<file path="src/rtl/bcd_display_scan.sv">
// bcd_display_scan: four-digit BCD display buffer with time-multiplexed
// scanning of a common-anode 7-segment display.
// Optional build macro LEADING_ZERO_BLANK_EN blanks positions that have not
// been loaded yet (position 0 is always shown).
module bcd_display_scan #(
    parameter int unsigned DIV_W = 17
) (
    input  logic       clk,
    input  logic       rst,
    input  logic [3:0] digit_in,
    input  logic       load,
    input  logic       clear,
    output logic [3:0] an,
    output logic [6:0] seg,
    output logic [2:0] digit_cnt,
    output logic       err
);

    logic [15:0]      disp_q, disp_d;
    logic [2:0]       cnt_q, cnt_d;
    logic             err_q, err_d;
    logic [DIV_W-1:0] pre_q;
    logic [1:0]       idx_q;
    logic [3:0]       an_q, an_d;
    logic [6:0]       seg_q, seg_d;
    logic [3:0]       cur_digit;

    // Active-low segment pattern {g,f,e,d,c,b,a}; non-BCD values show "E".
    function automatic logic [6:0] seg_decode(input logic [3:0] d);
        unique case (d)
            4'd0:    seg_decode = 7'h40;
            4'd1:    seg_decode = 7'h79;
            4'd2:    seg_decode = 7'h24;
            4'd3:    seg_decode = 7'h30;
            4'd4:    seg_decode = 7'h19;
            4'd5:    seg_decode = 7'h12;
            4'd6:    seg_decode = 7'h02;
            4'd7:    seg_decode = 7'h78;
            4'd8:    seg_decode = 7'h00;
            4'd9:    seg_decode = 7'h10;
            default: seg_decode = 7'h06;
        endcase
    endfunction

    // Buffer, digit count and error flag next state; clear beats load.
    always_comb begin
        disp_d = disp_q;
        cnt_d  = cnt_q;
        err_d  = err_q;
        if (clear) begin
            disp_d = 16'h0000;
            cnt_d  = 3'd0;
            err_d  = 1'b0;
        end else if (load) begin
            disp_d = {disp_q[11:0], digit_in};
            cnt_d  = (cnt_q >= 3'd4) ? 3'd4 : cnt_q + 3'd1;
            if (digit_in > 4'd9) begin
                err_d = 1'b1;
            end
        end
    end

    // Anode and segment drive for the position currently being scanned.
    always_comb begin
        cur_digit = disp_q[{idx_q, 2'b00} +: 4];
        an_d      = ~(4'b0001 << idx_q);
        seg_d     = seg_decode(cur_digit);
`ifdef LEADING_ZERO_BLANK_EN
        if ((idx_q != 2'd0) && ({1'b0, idx_q} >= cnt_q)) begin
            seg_d = 7'h7F;
        end
`endif
    end

    // State registers; prescaler wrap advances the scan index on the same edge.
    always_ff @(posedge clk) begin
        if (rst) begin
            disp_q <= 16'h0000;
            cnt_q  <= 3'd0;
            err_q  <= 1'b0;
            pre_q  <= '0;
            idx_q  <= 2'd0;
            an_q   <= 4'b1111;
            seg_q  <= 7'h7F;
        end else begin
            disp_q <= disp_d;
            cnt_q  <= cnt_d;
            err_q  <= err_d;
            pre_q  <= pre_q + 1'b1;
            if (pre_q == '1) begin
                idx_q <= idx_q + 2'd1;
            end
            an_q   <= an_d;
            seg_q  <= seg_d;
        end
    end

    assign an        = an_q;
    assign seg       = seg_q;
    assign digit_cnt = cnt_q;
    assign err       = err_q;

endmodule

</file>
<file path="config.mk">
export PLATFORM = sky130hd
export DESIGN_NAME = bcd_display_scan
export DESIGN_NICKNAME = d
export VERILOG_FILES = /design/src/rtl/bcd_display_scan.sv
export SDC_FILE = /design/constraint.sdc
export NUM_CORES = 1
export LEC_CHECK = 0
export ABC_AREA = 1
export CAP_MARGIN = 30
export CORE_ASPECT_RATIO = 1.75
export CORE_MARGIN = 5
export CORE_UTILIZATION = 45
export CTS_CLUSTER_SIZE = 14
export DETAILED_ROUTE_END_ITERATION = 6
export PLACE_DENSITY = 0.66
export SLEW_MARGIN = 30
export SYNTH_ARGS = -nofsm -noshare
export SYNTH_HDL_FRONTEND = slang
export SYNTH_SLANG_ARGS = --single-unit
</file>
<file path="constraint.sdc">
create_clock -name clk -period 1.8 [get_ports clk]
set_input_delay 0.54 -clock clk [delete_from_list [all_inputs] [get_ports clk]]
set_output_delay 0.54 -clock clk [all_outputs]
set_load 0.05 [all_outputs]
</file>
Word level (Yosys, flattened, before mapping)
Memory sizes are Yosys's and may differ from the RTL's. A register that Yosys moved wholly into a read port is not among the register bits. Index checks and enable logic that the tools add are counted.

Flip-flop bits (word level): 43. Bits in read-only memories: 112. Output and inout port bits: 15. Logic and storage cells: 19. Memories kept: 1.

Add/subtract/negate cells: 3. Order comparisons: 2. Equality and inequality tests: 1. Shift operators: 2. Multiplexer cells: 1. Bitwise gates (word level): 1. Reduce and logical (&&, ||, !) cells: 2.

Memories: (name not given) (depth 16, bits a word 7, rd ports 1, clocked after memory_dff 1, write ports 0, RTL line 30) `unique case (d)`.

Operators with widths (number): adder 17 x 1 -> 17 bit, second input constant (1); equality test 17 bit, second input constant (1); variable part select 16 x 5 -> 4 bit (1); > comparator 4 bit, second input constant (1); NOT 4 bit (1); << shifter 1 x 2 -> 4 bit, first input constant (1); adder 3 x 1 -> 3 bit, second input constant (1); greater-or-equal comparator 3 bit, second input constant (1); two-way mux 3 bit (1); adder 2 x 1 -> 2 bit, second input constant (1); AND reduction 2 bit (1); OR reduction 2 bit (1).

Longest topological paths before layout
Gate-level depths: netlist of the first run.

Word-level depth: 2. Mapped depth: 12. Gate-level depth less buffers: 10.

Worst setup path before layout of the first run
No wires, ideal clock.

Kind: flip-flop to flip-flop. Start point: register idx_q[0]. End point: register seg_q[6], in the netlist seg[6]. Arrival time: 1.392 ns. Data required time: 1.674 ns. Slack: 0.282 ns. Cell stages (with the launch flop): 12. Clock period less this slack: 1.518 ns. Path through: dfxtp_1 > buf_6 > inv_4 > buf_6 > nand2_1 > nand3_1 > nand2_1 > inv_1 > ha_1 > nand3b_1 > nand3_1 > nand2_1.

Cells in the longest elaborated chain, start to end: 1.

Ends and longest elaborated chain: start: declaration (RTL line 23) `logic [1:0] idx_q;`; start signal: assignment (RTL line 91) `idx_q <= idx_q + 2'd1;`; variable part select 16 x 5 -> 4 bit (RTL line 65) `cur_digit = disp_q[{idx_q, 2'b00} +: 4];`; end: declaration (RTL line 25) `logic [6:0] seg_q, seg_d;`.

No other way between the ends. A chain may end at the register's enable or synchronous reset.

Worst setup path after layout of the first run
Start point: register pre_q[7]. End point: register idx_q[0].

Cells in the longest elaborated chain, start to end: 1.

Ends and longest elaborated chain: start: declaration (RTL line 22) `logic [DIV_W-1:0] pre_q;`; start signal: assignment (RTL line 89) `pre_q <= pre_q + 1'b1;`; equality test 17 bit (RTL line 90) `if (pre_q == '1) begin`.

No other way between the ends.

==> impl_metrics.tcl, run 1 <==
set metrics [dict create \
    worst_pin_slew_ns 0.420 \
    cp-start-kind "flip-flop" \
    post_cts_buffers 0 \
    cap_violations 0 \
    clockBufferDepth 2 \
    clock_latency_ns 0.30 \
    cts_hold_buf 0 \
    fin_crit_sh_pct 89.0 \
    n_antenna_cell 0 \
    syn2layout_area_growth_pct 20.0 \
    outcome "finished clean" \
    coreArea_um2 4930 \
    num_rows 34 \
    power_frac_comb_pct 10.8 \
    grt_pass1_wl_um 7470 \
    dieArea_um2 6570 \
    synthCells 299 \
    drv_slew 0 \
    seq_area_frac_synth_pct 44.5 \
    p_sw_share_pct 25.1 \
    yosysWarningCount 0 \
    fin_crit_ns 1.60 \
    fp.dieH_um 104 \
    hold_viol_final 0 \
    track_usage_pct 13.8 \
    fmax_mhz 624 \
    clkPwrFrac_pct 32.9 \
    ios 23 \
    grt_max_degree 24 \
    internal_power_uw 1530 \
    netlist_area_um2 2250 \
    finClkSkew_ns 0.00507 \
    synthDistinctLibCells 25 \
    numCtsBuffers 5 \
    port_buffers 22 \
    rsz0062_at_grt "false" \
    syn_nets 320 \
    postCtsResizedCells 0 \
    vdd_drop_max_mv 0.760 \
    cts_htree_levels 2 \
    yosysTopAreaCellShare_pct 44.5 \
    drc 0 \
    hold_class "reg -> reg" \
    fin_tns_setup_ns 0 \
    p_sw_uw 512 \
    die_w_um 63.5 \
    finalWorstSetupSlack_ns 0.198 \
    drt-vias-per-instance 4.94 \
    drt_iter0_drc 37 \
    dp_slack_ns 0.0487 \
    worstPathArrival_ns 1.80 \
    final_common_cell "nand2_1" \
    clockRootBuffer "clkbuf_8" \
    netlist_top_cells_area "dfxtp_1 44%, nand2_1 12%, ha_1 7.2%" \
    start_util_pct 45.6 \
    clock_sinks 50 \
    wl_um 4340 \
    syn_area_per_cell_um2 7.52 \
    cts_tree "built" \
    setup_viol 0 \
    path_class "reg -> reg" \
    grt_overflow_total 0 \
    gp_congestion 0.843 \
    p_leak_uw 0.00111 \
    clkTransAtPathRegs_ns 0.09 \
    crit_fanout 5 \
    grt_pass1_vias 1776 \
    yosysTopAreaCell "dfxtp_1" \
    antenna_left 0 \
    vias 1913 \
    p_seq_share_pct 56.2 \
    ys_seq_elements 50 \
    wl_per_cell_um 11.2 \
    drive_gt1_share_pct 14.4 \
    critPathCaptureType "flip-flop" \
    antenna_found_initial 0 \
    layout_common_cells "74 x nand2_1, 50 x dfxtp_1, 31 x nor2_1" \
    dp_hpwl_um 3380 \
    timing.slew.headroom_pct 72.0 \
    first_pass_iters 4 \
    critPathRequiredTime_ns 2.00 \
    final_nets 353 \
    powerDensity_nw_per_um2 756 \
]
==> power groups by stage <==
stage	combinational, uW	sequential, uW	clock [uW]
floorplan	86.6	1230	0
global placement	221	1170	0
detailed placement	223	1170	0
CTS	224	1150	696
global route	243	1150	728
finish	221	1150	672
==> final timing paths <==
kind                            start                    end  slack [ns]  depth (start not counted)
hold / removal    pre_q[0]$_SDFF_PP0_    pre_q[0]$_SDFF_PP0_        0.45                          1
hold reg to reg   pre_q[0]$_SDFF_PP0_    pre_q[0]$_SDFF_PP0_        0.45                          1
setup reg to reg  pre_q[7]$_SDFF_PP0_  idx_q[0]$_SDFFE_PP0N_        0.20                          8
setup / recovery  pre_q[7]$_SDFF_PP0_  idx_q[0]$_SDFFE_PP0N_        0.20                          8
==> worst max-delay path: stages (launching register included) <==
cell	delay [ns]
dfxtp_1	0.37
nand2_1	0.13
nor3_1	0.24
nand3_1	0.17
nor2_1	0.13
ha_1	0.15
inv_1	0.07
o21ai_0	0.17
a21oi_1	0.06
==> cell type report <==
type	count	area (um^2)
Clock inverter	1	5.00
Tap cell	54	67.6
Multi-Input combinational cell	208	1070
Fill cell	479	2240
Clock buffer	7	86.3
Timing Repair Buffer	35	343
Sequential cell	50	1000
Inverter	32	123
==> sequential cells by signal, summed over array words and instances, names as in the netlist <==
signal,count
an,4
digit_cnt,3
disp_q,16
err,1
idx_q,2
pre_q,17
seg,7
==> Yosys cell counts <==
cell type / number
nand2_1: 74
dfxtp_1: 50
nor2_1: 31
inv_1: 29
a21oi_1: 27
nand3_1: 26
o21ai_0: 15
ha_1: 13
nor3_1: 5
clkbuf_1: 4
buf_2: 3
nand2_2: 3
nand4_1: 3
buf_6: 2
inv_2: 2
nand2_4: 2
nand3_4: 2
a211oi_1: 1
inv_4: 1
nand3b_1: 1
nor2_2: 1
nor2_4: 1
o21a_1: 1
o21ai_2: 1
o21bai_1: 1
==> metal layers <==
layer	routed length (um)	global-route usage [%]	share of wire (%)	vias up
li1	-	-	-	1024
met1	1760	14.0	40	847
met2	2330	25.4	54	34
met3	166	3.47	3.8	8
met4	88	6.09	2.0	0
met5	0	0	0	-
==> logic make-up (layout without fill, tap and decap cells) <==
logic type               Yosys count  in the layout  synth area share [%]
AO/OA/AOI/OAI                     46             46                  10.7
adder cells (fa/ha/maj)           13             13                  7.23
buffers and inverters             41             75                  7.79
AND/OR/NAND/NOR                  149            149                  29.8
flip-flops                        50             50                  44.5
==> stage by stage <==
stage	instance area, um^2	power, uW	util [%]	cells	hold WS (ns)
final	2700	2040	54.7	387	0.453
after global routing	2700	2120	54.7	387	0.474
after CTS	2700	2070	54.7	387	0.461
after detailed placement	2610	1400	52.8	379	0.441
after global placement	2610	1390	52.8	379	0.428
after floorplan	2250	1310	-	299	0.418
Power figures use the tool's default switching activity.
==> inputs of run 2 (changes only) <==
--- a/config.mk
+++ b/config.mk
@@ -12,6 +12,7 @@
 export CORE_UTILIZATION = 45
 export CTS_CLUSTER_SIZE = 14
 export DETAILED_ROUTE_END_ITERATION = 6
+export GPL_ROUTABILITY_DRIVEN = 1
 export PLACE_DENSITY = 0.66
 export SLEW_MARGIN = 30
 export SYNTH_ARGS = -nofsm -noshare
==> results of run 2 <==
The final DEF is identical to that of run 1; final timing and power are the same.
